**src/rtl/serial_adder_pkg.sv**
```systemverilog
// Shared types and sizing helpers for the serial adder.
package serial_adder_pkg;

  typedef enum logic [1:0] {
    IDLE = 2'd0,
    RUN  = 2'd1,
    DONE = 2'd2
  } state_e;

  function automatic int steps_f(input int width, input int digit);
    return width / digit;
  endfunction

  // Step counter needs at least one bit even when a single step suffices.
  function automatic int cnt_width_f(input int width, input int digit);
    int steps;
    steps = width / digit;
    return (steps > 1) ? $clog2(steps) : 1;
  endfunction

endpackage

```
**src/rtl/serial_adder_if.sv**
```systemverilog
// Operand/result bundle of the serial adder.
// SERIAL_ADDER_SUB_EN adds the input_sub request line.
interface serial_adder_if #(
  parameter int WIDTH = 8
);
  logic             input_start;
  logic [WIDTH-1:0] input_A;
  logic [WIDTH-1:0] input_B;
  logic             input_C;
`ifdef SERIAL_ADDER_SUB_EN
  logic             input_sub;
`endif
  logic [WIDTH-1:0] output_S;
  logic             output_C;
  logic             output_busy;
  logic             output_done;

  modport master (
    output input_start, input_A, input_B, input_C,
`ifdef SERIAL_ADDER_SUB_EN
    output input_sub,
`endif
    input  output_S, output_C, output_busy, output_done
  );

  modport slave (
    input  input_start, input_A, input_B, input_C,
`ifdef SERIAL_ADDER_SUB_EN
    input  input_sub,
`endif
    output output_S, output_C, output_busy, output_done
  );
endinterface

```
**src/rtl/serial_adder_adder_digit.sv**
```systemverilog
// Combinational DIGIT-bit ripple of full-adder cells.
module adder_digit #(
  parameter int DIGIT = 1
) (
  input  logic [DIGIT-1:0] a,
  input  logic [DIGIT-1:0] b,
  input  logic             cin,
  output logic [DIGIT-1:0] s,
  output logic             cout
);

  logic [DIGIT:0] c_s;

  // Ripple the carry through one full-adder cell per bit.
  always_comb begin
    c_s    = '0;
    s      = '0;
    c_s[0] = cin;
    for (int i = 0; i < DIGIT; i++) begin
      s[i]     = a[i] ^ b[i] ^ c_s[i];
      c_s[i+1] = (a[i] & b[i]) | (c_s[i] & (a[i] ^ b[i]));
    end
  end

  assign cout = c_s[DIGIT];

endmodule

```
**src/rtl/serial_adder.sv**
```systemverilog
// Multi-cycle adder: DIGIT bits per clock, LSB first, registered carry.
// Define SERIAL_ADDER_SUB_EN to add the input_sub (A + ~B + C) mode.
module serial_adder
  import serial_adder_pkg::*;
#(
  parameter int WIDTH = 8,
  parameter int DIGIT = 1
) (
  input  logic          clk,
  input  logic          reset,
  serial_adder_if.slave bus
);

  localparam int             STEPS     = steps_f(WIDTH, DIGIT);
  localparam int             CW        = cnt_width_f(WIDTH, DIGIT);
  localparam logic [CW-1:0]  LAST_STEP = CW'(STEPS - 1);

  state_e           state_q, state_d;
  logic [CW-1:0]    step_q, step_d;
  logic [WIDTH-1:0] a_q, a_d, b_q, b_d;
  logic [WIDTH-1:0] shadow_q, shadow_d, s_q, s_d;
  logic             carry_q, carry_d, c_q, c_d;
  logic             busy_q, busy_d, done_q, done_d;
  logic [WIDTH-1:0] b_in_s;
  logic [DIGIT-1:0] sum_digit_s;
  logic             cout_s;

  // Subtraction is folded into the latched B so the datapath only ever adds.
`ifdef SERIAL_ADDER_SUB_EN
  assign b_in_s = bus.input_sub ? ~bus.input_B : bus.input_B;
`else
  assign b_in_s = bus.input_B;
`endif

  adder_digit #(.DIGIT(DIGIT)) u_digit (
    .a    (a_q[DIGIT-1:0]),
    .b    (b_q[DIGIT-1:0]),
    .cin  (carry_q),
    .s    (sum_digit_s),
    .cout (cout_s)
  );

  // Next-state and datapath: operands shift down, sum digits shift in at the top.
  always_comb begin
    state_d  = state_q;
    step_d   = step_q;
    a_d      = a_q;
    b_d      = b_q;
    carry_d  = carry_q;
    shadow_d = shadow_q;
    s_d      = s_q;
    c_d      = c_q;
    case (state_q)
      IDLE, DONE: begin
        if (bus.input_start) begin
          a_d     = bus.input_A;
          b_d     = b_in_s;
          carry_d = bus.input_C;
          step_d  = '0;
          state_d = RUN;
        end else begin
          state_d = IDLE;
        end
      end
      RUN: begin
        a_d      = a_q >> DIGIT;
        b_d      = b_q >> DIGIT;
        carry_d  = cout_s;
        shadow_d = WIDTH'({sum_digit_s, shadow_q} >> DIGIT);
        if (step_q == LAST_STEP) begin
          s_d     = shadow_d;
          c_d     = cout_s;
          state_d = DONE;
        end else begin
          step_d  = step_q + CW'(1);
        end
      end
      default: begin
        state_d = IDLE;
      end
    endcase
    busy_d = (state_d == RUN);
    done_d = (state_d == DONE);
  end

  // State and datapath registers; reset abandons any operation in flight.
  always_ff @(posedge clk) begin
    if (reset) begin
      state_q  <= IDLE;
      step_q   <= '0;
      a_q      <= '0;
      b_q      <= '0;
      carry_q  <= 1'b0;
      shadow_q <= '0;
      s_q      <= '0;
      c_q      <= 1'b0;
      busy_q   <= 1'b0;
      done_q   <= 1'b0;
    end else begin
      state_q  <= state_d;
      step_q   <= step_d;
      a_q      <= a_d;
      b_q      <= b_d;
      carry_q  <= carry_d;
      shadow_q <= shadow_d;
      s_q      <= s_d;
      c_q      <= c_d;
      busy_q   <= busy_d;
      done_q   <= done_d;
    end
  end

  assign bus.output_S    = s_q;
  assign bus.output_C    = c_q;
  assign bus.output_busy = busy_q;
  assign bus.output_done = done_q;

endmodule
```
**src/flat_wrapper.sv**
```systemverilog
// flat-port wrapper written by rule: the top's interface ports become plain ports
module serial_adder_flat import serial_adder_pkg::*;
#(
  parameter int WIDTH = 8,
  parameter int DIGIT = 1
)
  (clk, reset, bus_input_start, bus_input_A, bus_input_B, bus_input_C, bus_output_S, bus_output_C, bus_output_busy, bus_output_done);
  serial_adder_if #(.WIDTH(WIDTH)) bus_i ();
  input  logic clk;
  input  logic reset;
  input wire logic [$bits(bus_i.input_start)-1:0] bus_input_start;
  input wire logic [$bits(bus_i.input_A)-1:0] bus_input_A;
  input wire logic [$bits(bus_i.input_B)-1:0] bus_input_B;
  input wire logic [$bits(bus_i.input_C)-1:0] bus_input_C;
  output wire logic [$bits(bus_i.output_S)-1:0] bus_output_S;
  output wire logic [$bits(bus_i.output_C)-1:0] bus_output_C;
  output wire logic [$bits(bus_i.output_busy)-1:0] bus_output_busy;
  output wire logic [$bits(bus_i.output_done)-1:0] bus_output_done;
  assign bus_i.input_start = bus_input_start;
  assign bus_i.input_A = bus_input_A;
  assign bus_i.input_B = bus_input_B;
  assign bus_i.input_C = bus_input_C;
  assign bus_output_S = bus_i.output_S;
  assign bus_output_C = bus_i.output_C;
  assign bus_output_busy = bus_i.output_busy;
  assign bus_output_done = bus_i.output_done;
  serial_adder #(.WIDTH(WIDTH), .DIGIT(DIGIT)) u_core (.clk(clk), .reset(reset), .bus(bus_i));
endmodule
```
**config.mk**
```make
export PLATFORM = sky130hd
export DESIGN_NAME = serial_adder_flat
export DESIGN_NICKNAME = d
export VERILOG_FILES = /design/src/rtl/serial_adder_pkg.sv /design/src/rtl/serial_adder_if.sv /design/src/rtl/serial_adder_adder_digit.sv /design/src/rtl/serial_adder.sv /design/src/flat_wrapper.sv
export SDC_FILE = /design/constraint.sdc
export NUM_CORES = 1
export LEC_CHECK = 0
export BUFFER_PORTS_ARGS = -buffer_cell sky130_fd_sc_hd__buf_4
export CELL_PAD_IN_SITES_DETAIL_PLACEMENT = 0
export CELL_PAD_IN_SITES_GLOBAL_PLACEMENT = 2
export CORE_ASPECT_RATIO = 0.5
export CORE_MARGIN = 2
export CORE_UTILIZATION = 34
export DETAILED_ROUTE_END_ITERATION = 8
export PLACE_DENSITY_LB_ADDON = 0.08
export SYNTH_ARGS = -nofsm -noshare
export SYNTH_HDL_FRONTEND = slang
export SYNTH_HIERARCHICAL = 1
export SYNTH_SLANG_ARGS = --single-unit
```
**constraint.sdc**
```tcl
create_clock -name clk -period 5.2 [get_ports clk]
set_clock_uncertainty 0.2 [all_clocks]
set_input_delay 0 -clock clk [delete_from_list [all_inputs] [get_ports clk]]
set_output_delay 0 -clock clk [all_outputs]
set_load 0.05 [all_outputs]
```
---- After elaboration in Yosys (flattened, before gate mapping) ----
Index checks and enable logic that the tools add are counted.
storage, ports and cells
  bits of input ports ..................... 20
  memory bits (read-only) ................. 0
  memory bits (writable) .................. 0
  output and inout bits ................... 11
  bits in registers ....................... 41
  latch bits .............................. 0
  memories ................................ 0
cells by class
  bitwise gates (word level) .............. 5
  magnitude comparators ................... 0
  $mul .................................... 0
  muxes and demuxes ....................... 12
  reductions and logical operators ........ 6
  equal/unequal tests ..................... 7
  divide/modulo/power cells ............... 0
  add/subtract/negate cells ............... 1
  shifts and indexed selects .............. 0
operators with widths
  kind                                                                    count
  8-bit case mux with 2 select lines                                      2
  8-bit two-way mux                                                       2
  3-bit two-way mux                                                       2
  3-bit case mux with 2 select lines                                      1
  2-bit by 1-bit equality test with 1-bit output (second input constant)  2
  2-bit equality test (second input constant)                             2
  2-bit != test (second input constant)                                   2
  2-bit case mux with 2 select lines                                      1
  2-bit AND reduction                                                     2
  3-bit by 1-bit adder with 3-bit output (second input constant)          1
  3-bit equality test (second input constant)                             1
  3-bit AND reduction                                                     1
  1-bit AND                                                               2
  2-bit logical NOT                                                       1
  1-bit two-way mux                                                       2
  2-bit two-way mux                                                       1
  1-bit case mux with 2 select lines                                      1
  2-bit nonzero test                                                      1
  2-bit OR reduction                                                      1
  1-bit bitwise XOR                                                       2
  1-bit OR                                                                1

---- Longest topological paths before layout ----
  depth in word-level cells ............... 4
  mapped depth ............................ 7
  depth with buffers taken out ............ 5

---- By module ----
Netlist, hierarchy kept.
modules (own cells, without submodules)
  module        area an instance (sq um)  instances  cells each  seq. area each (sq um)
  serial_adder  1617.8                    1          191         800.8
  adder_digit   20.0                      1          1           0.0

---- Worst setup path after synthesis ----
Ideal clock, no wire load.
  path type ............................... register -> register
  start point ............................. register u_core.step_q[0]
  end point ............................... register u_core.step_q[2]
  buffers on the path ..................... 0
  setup slack ............................. 3.558 ns
  library setup time ...................... 0.132 ns
  period minus slack after synthesis ...... 1.642 ns
  cell stages (with the launch flop) ...... 6
  data arrival time ....................... 1.309 ns
  cells stage by stage .................... dfxtp_1 ha_1 ha_1 or3b_2 nand3_1 a21oi_1
between the ends
  cells in the longest elaborated chain, start to end .. 3
  elaborated cells on any way between the ends .. 6
ends and longest elaborated chain
  item                                                                           RTL line                                text
  from (decl)                                                                    serial_adder.sv:19                      logic [CW-1:0] step_q, step_d;
  from (signal assigned)                                                         serial_adder.sv:101                     step_q <= step_d;
  3-bit by 1-bit adder with 3-bit output or 3-bit equality test (tied branches)  serial_adder.sv:75, serial_adder.sv:70
  3-bit two-way mux or 2-bit != test (tied branches)                             --
  3-bit case mux with 2 select lines or 3-bit AND reduction (tied branches)      --
Parallel ways exist; a longest one is shown, timed or not. The select of a mux whose other input is x is not followed.
A chain may end at the register's enable or synchronous reset.

---- Worst setup path in the final report ----
  start point ............................. register u_core.state_q[0]
  end point ............................... register u_core.b_q[7]
between the ends
  cells in the longest elaborated chain, start to end .. 4
  elaborated cells on any way between the ends .. 8
ends and longest elaborated chain
  item                                                           RTL line             text
  from (decl)                                                    serial_adder.sv:18   state_e state_q, state_d;
  from (signal assigned)                                         serial_adder.sv:100  state_q <= state_d;
  2-bit equality test or 2-bit logical NOT (tied branches)       serial_adder.sv:53   case (state_q)
  2-bit OR reduction                                             serial_adder.sv:53
  2-bit != test (no line) or 2-bit nonzero test (tied branches)  --
  2-bit AND reduction (no line)                                  --
  to (signal assigned)                                           serial_adder.sv:92   b_q <= '0;
  to (signal assigned)                                           serial_adder.sv:103  b_q <= b_d;
  to (decl)                                                      serial_adder.sv:20   logic [WIDTH-1:0] a_q, a_d, b_q, b_d;
Parallel ways exist; a longest one is shown, timed or not.

==> results.md <==
Pwr:
- The static leakage is 0.829 nW.
- The switching power as a share of total power is 24.1%.
- The combinational group share of total power is 12.5%.
- The power per cell area is 308 mW/mm^2.
- The part of the power in registers is 49.9%.
- The clock network fraction of total power is 37.5%.
- The maximum VDD drop is 0.0997 mV.
- The switching power total is 160 uW.
- The internal power of the cells is 503 uW.

Final layout:
- The leading cell type in the layout, fill and taps excluded is sky130_fd_sc_hd__nand2_1.
- Summing all flip-flop and latch instances after layout gives 801 um^2.
- The number of cells in the finished layout apart from fillers is 300.
- At the end of the flow, the number of nets in the layout was 256.
- In the layout the commonest cells are 56 x sky130_fd_sc_hd__nand2_1, 40 x sky130_fd_sc_hd__dfxtp_1, 31 x sky130_fd_sc_hd__buf_4, 22 x sky130_fd_sc_hd__a21oi_1, 19 x sky130_fd_sc_hd__dlygate4sd3_1.
- The combined area of the multi-input logic cells is 737 um^2.
- Compared with the post-synthesis result, the final layout area differs by 31.3%.
- The number of fill cells is 465.
- 0 antenna diodes ended up in the layout.
- Of the cells placed in the final design, the portion with a size suffix greater than 1 is 19.7%.

Detailed routing:
- The count of nets left with antenna violations once routing finished came out at 0.
- The number of DRC violations after detailed-routing iteration 0 is 33.
- The total via count in the routed design is 1390.
- Wires add up to 3.55 mm.
- The first detailed-routing pass ran for 4 iterations.
- For this run, design rule violations remaining after detail routing come to 0.
- Dividing the detail-routed via count by the number of cells gives 4.63.
- Dividing the detail-routed wire length by the instance count gives 11.8 um.

GRT:
- The number of antenna violations at the first check in global routing is 0.
- The number of global-route vias before repair came to 1266.
- Summed over all layers, the global routing overflow is 0.
- The aggregate global-route resource usage is 14.2%.
- The first global-routing pass estimated 5.82 mm of wire.
- The largest net degree at the start of global routing is 41.

STA:
- The share of the clock period used by the worst path after layout is 46.1%.
- The final sum of negative setup slack is 0 ns.
- Setup repair after global routing left no endpoint under its margin.
- For the pin with the worst max-slew slack, the measured transition is 0.971 ns.
- Counting I/O delays and the setup requirement, the final critical path takes 2.40 ns.
- The worst hold-check slack is 0.131 ns.
- Setup violations remaining at the end of the flow were counted as 0.
- The final hold violation count is 0.
- The count of pins over their slew limit is 0.
- Static timing analysis puts the maximum clock frequency at 0.417 GHz.
- The relative max-transition margin is 35.3%.

Placement:
- The number of placed instances, taps included, is 273.
- The detailed placement HPWL is 2.16 mm.
- The congestion estimate from routability-driven global placement came to 0.695.
- Input and output buffers added on the ports amount to 30.

Worst setup path:
- The highest net fanout along the worst path is 25.
- The data required time of the critical path is 5.23 ns.
- The kind of launch point of the worst setup path is a register.
- STA classifies the critical path endpoint as a register.
- The arrival time of the worst setup path is 2.43 ns.
- The critical path class is register to register.

Run:
- The number of maximum-capacitance violations is 0.

Clock tree:
- In this run the number of H-tree levels came out at 2.
- The clock-pin slew reported for the worst setup and hold paths after clock tree synthesis is 0.07 ns.
- The number of buffers on the longest clock path is 2.
- Counting every sink on the clock net gives 40.
- The number of CTS-inserted buffers is 5.
- The CTS tree is built.
- The tree is rooted in a sky130_fd_sc_hd__clkbuf_8.
- Post-CTS timing repair inserted 0 buffers for setup.
- The later pin in the worst-skew pair is clocked with a latency of 0.29 ns.

Floorplan:
- The starting density of the core is 36.3%.
- The floorplan step set the die height to 53.1 um.
- For this design the top-level I/O count stands at 31.
- The core region area is 0.00451 mm^2.
- The standard-cell row count is 17.
- The die covers 0.00542 mm^2.
- The die is 102 um wide.

Logic synthesis:
- The net count after synthesis is 215.
- The count of warnings emitted by yosys is 6.
- In the synthesized netlist, the number of instances is 192.
- The biggest area consumer among synthesized cells is sky130_fd_sc_hd__dfxtp_1.
- A synthesized cell averages 8.53 um^2.
- Ranked by total cell area, the synthesized netlist is headed by sky130_fd_sc_hd__dfxtp_1 49%, sky130_fd_sc_hd__nand2_1 13%, sky130_fd_sc_hd__a21oi_1 6.7%.
- Synthesis instantiated 21 different standard cells from the library.
- The sequential cell area fraction in the yosys report is 48.9%.
- The cell area that synthesis handed to floorplanning was 0.00164 mm^2.
- The synthesized design contains 40 register bits.
- The area share of the leading cell type in the synthesized netlist is 48.9%.

Hold path:
- The min-delay analysis places its worst path in the category input pin to register.

Status:
- The run finished with clean final reports.
[sequential cells by signal (all words and copies together) (netlist names)]
| register | cells |
|---|---|
| u_core/step_q | 3 |
| u_core/b_q | 8 |
| u_core/bus.output_C | 1 |
| u_core/carry_q | 1 |
| u_core/bus.output_busy | 1 |
| u_core/bus.output_S | 8 |
| u_core/state_q | 2 |
| u_core/shadow_q | 7 |
| u_core/bus.output_done | 1 |
| u_core/a_q | 8 |
[cell families (layout without fill, tap and decap cells)]
kind of cell / count (synthesis) / count (layout) / synth area share [%]
multiplexers: 1 / 1 / 0.611
AND/OR/NAND/NOR: 95 / 95 / 24.6
adder cells (fa/ha/maj): 3 / 3 / 2.75
flip-flops: 40 / 40 / 48.9
AO/OA/AOI/OAI: 37 / 37 / 17.0
buffers and inverters: 16 / 58 / 6.11
[worst paths after layout]
kind | from | end | slack (ns) | cells after the start
min reg2reg | u_core/bus.output_S[0] | u_core/bus.output_S[0] | 0.26 | 2
max | u_core/state_q[0] | u_core/b_q[7] | 2.80 | 4
min | bus_input_start | u_core/b_q[0] | 0.13 | 4
max reg2reg | u_core/state_q[0] | u_core/b_q[7] | 2.80 | 4
[metal layers]
layer / vias to the layer above / track usage [%] / wire length (um)
met2: 21 / 22.0 / 1570
met3: 5 / 4.36 / 137
met1: 635 / 18.9 / 1810
li1: 729 / - / -
met5: - / 0 / 0
met4: 0 / 4.67 / 38
[Yosys cell counts (all sizes together)]
library cell,number
a21oi,22
a311oi,15
and2b,2
buf,12
clkbuf,4
dfxtp,40
fa,1
ha,2
mux2i,1
nand2,56
nand2b,3
nand3,13
nand3b,1
nor2,17
nor3,1
nor3b,1
or3b,1
[power by group through the flow]
stage / combinational (mW) / sequential, mW / clock, mW
4_1_cts: 0.0843 / 0.331 / 0.259
3_3_place_gp: 0.0725 / 0.337 / 0
5_1_grt: 0.0933 / 0.333 / 0.271
3_5_place_dp: 0.0728 / 0.338 / 0
2_1_floorplan: 0.0547 / 0.338 / 0
6_report: 0.0831 / 0.331 / 0.249
[through the flow]
step	total power [mW]	setup slack (ns)	instance area (um^2)	utilization [%]
finish	0.663	2.80	2150	47.7
global route	0.697	2.62	2150	47.7
CTS	0.674	2.84	2150	47.7
detailed placement	0.411	3.25	1850	41.1
global placement	0.410	3.29	1850	41.1
floorplan	0.392	3.56	1640	-
[critical path: stages, from the launching register on]
cell and delay [ns]:
sky130_fd_sc_hd__dfxtp_1 0.45, sky130_fd_sc_hd__nand2b_1 0.79, sky130_fd_sc_hd__nand3_1 0.15, sky130_fd_sc_hd__a21oi_1 0.18
sky130_fd_sc_hd__dlygate4sd3_1 0.57
[cell type report]
cell class / count / share of cell area, %
sequential: 40 / 37.2
multi-input combinational: 136 / 34.3
timing repair buffer: 50 / 19.7
clock buffer: 6 / 3.37
tap: 66 / 3.84
clock inverter: 2 / 1.63
[timing repair]
item	in CTS	in global routing
endpoints found under the hold margin	40	0
hold buffers	19	0
gates resized for setup	0	0
setup endpoints to repair	0	0
Power figures use the tool's default switching activity.
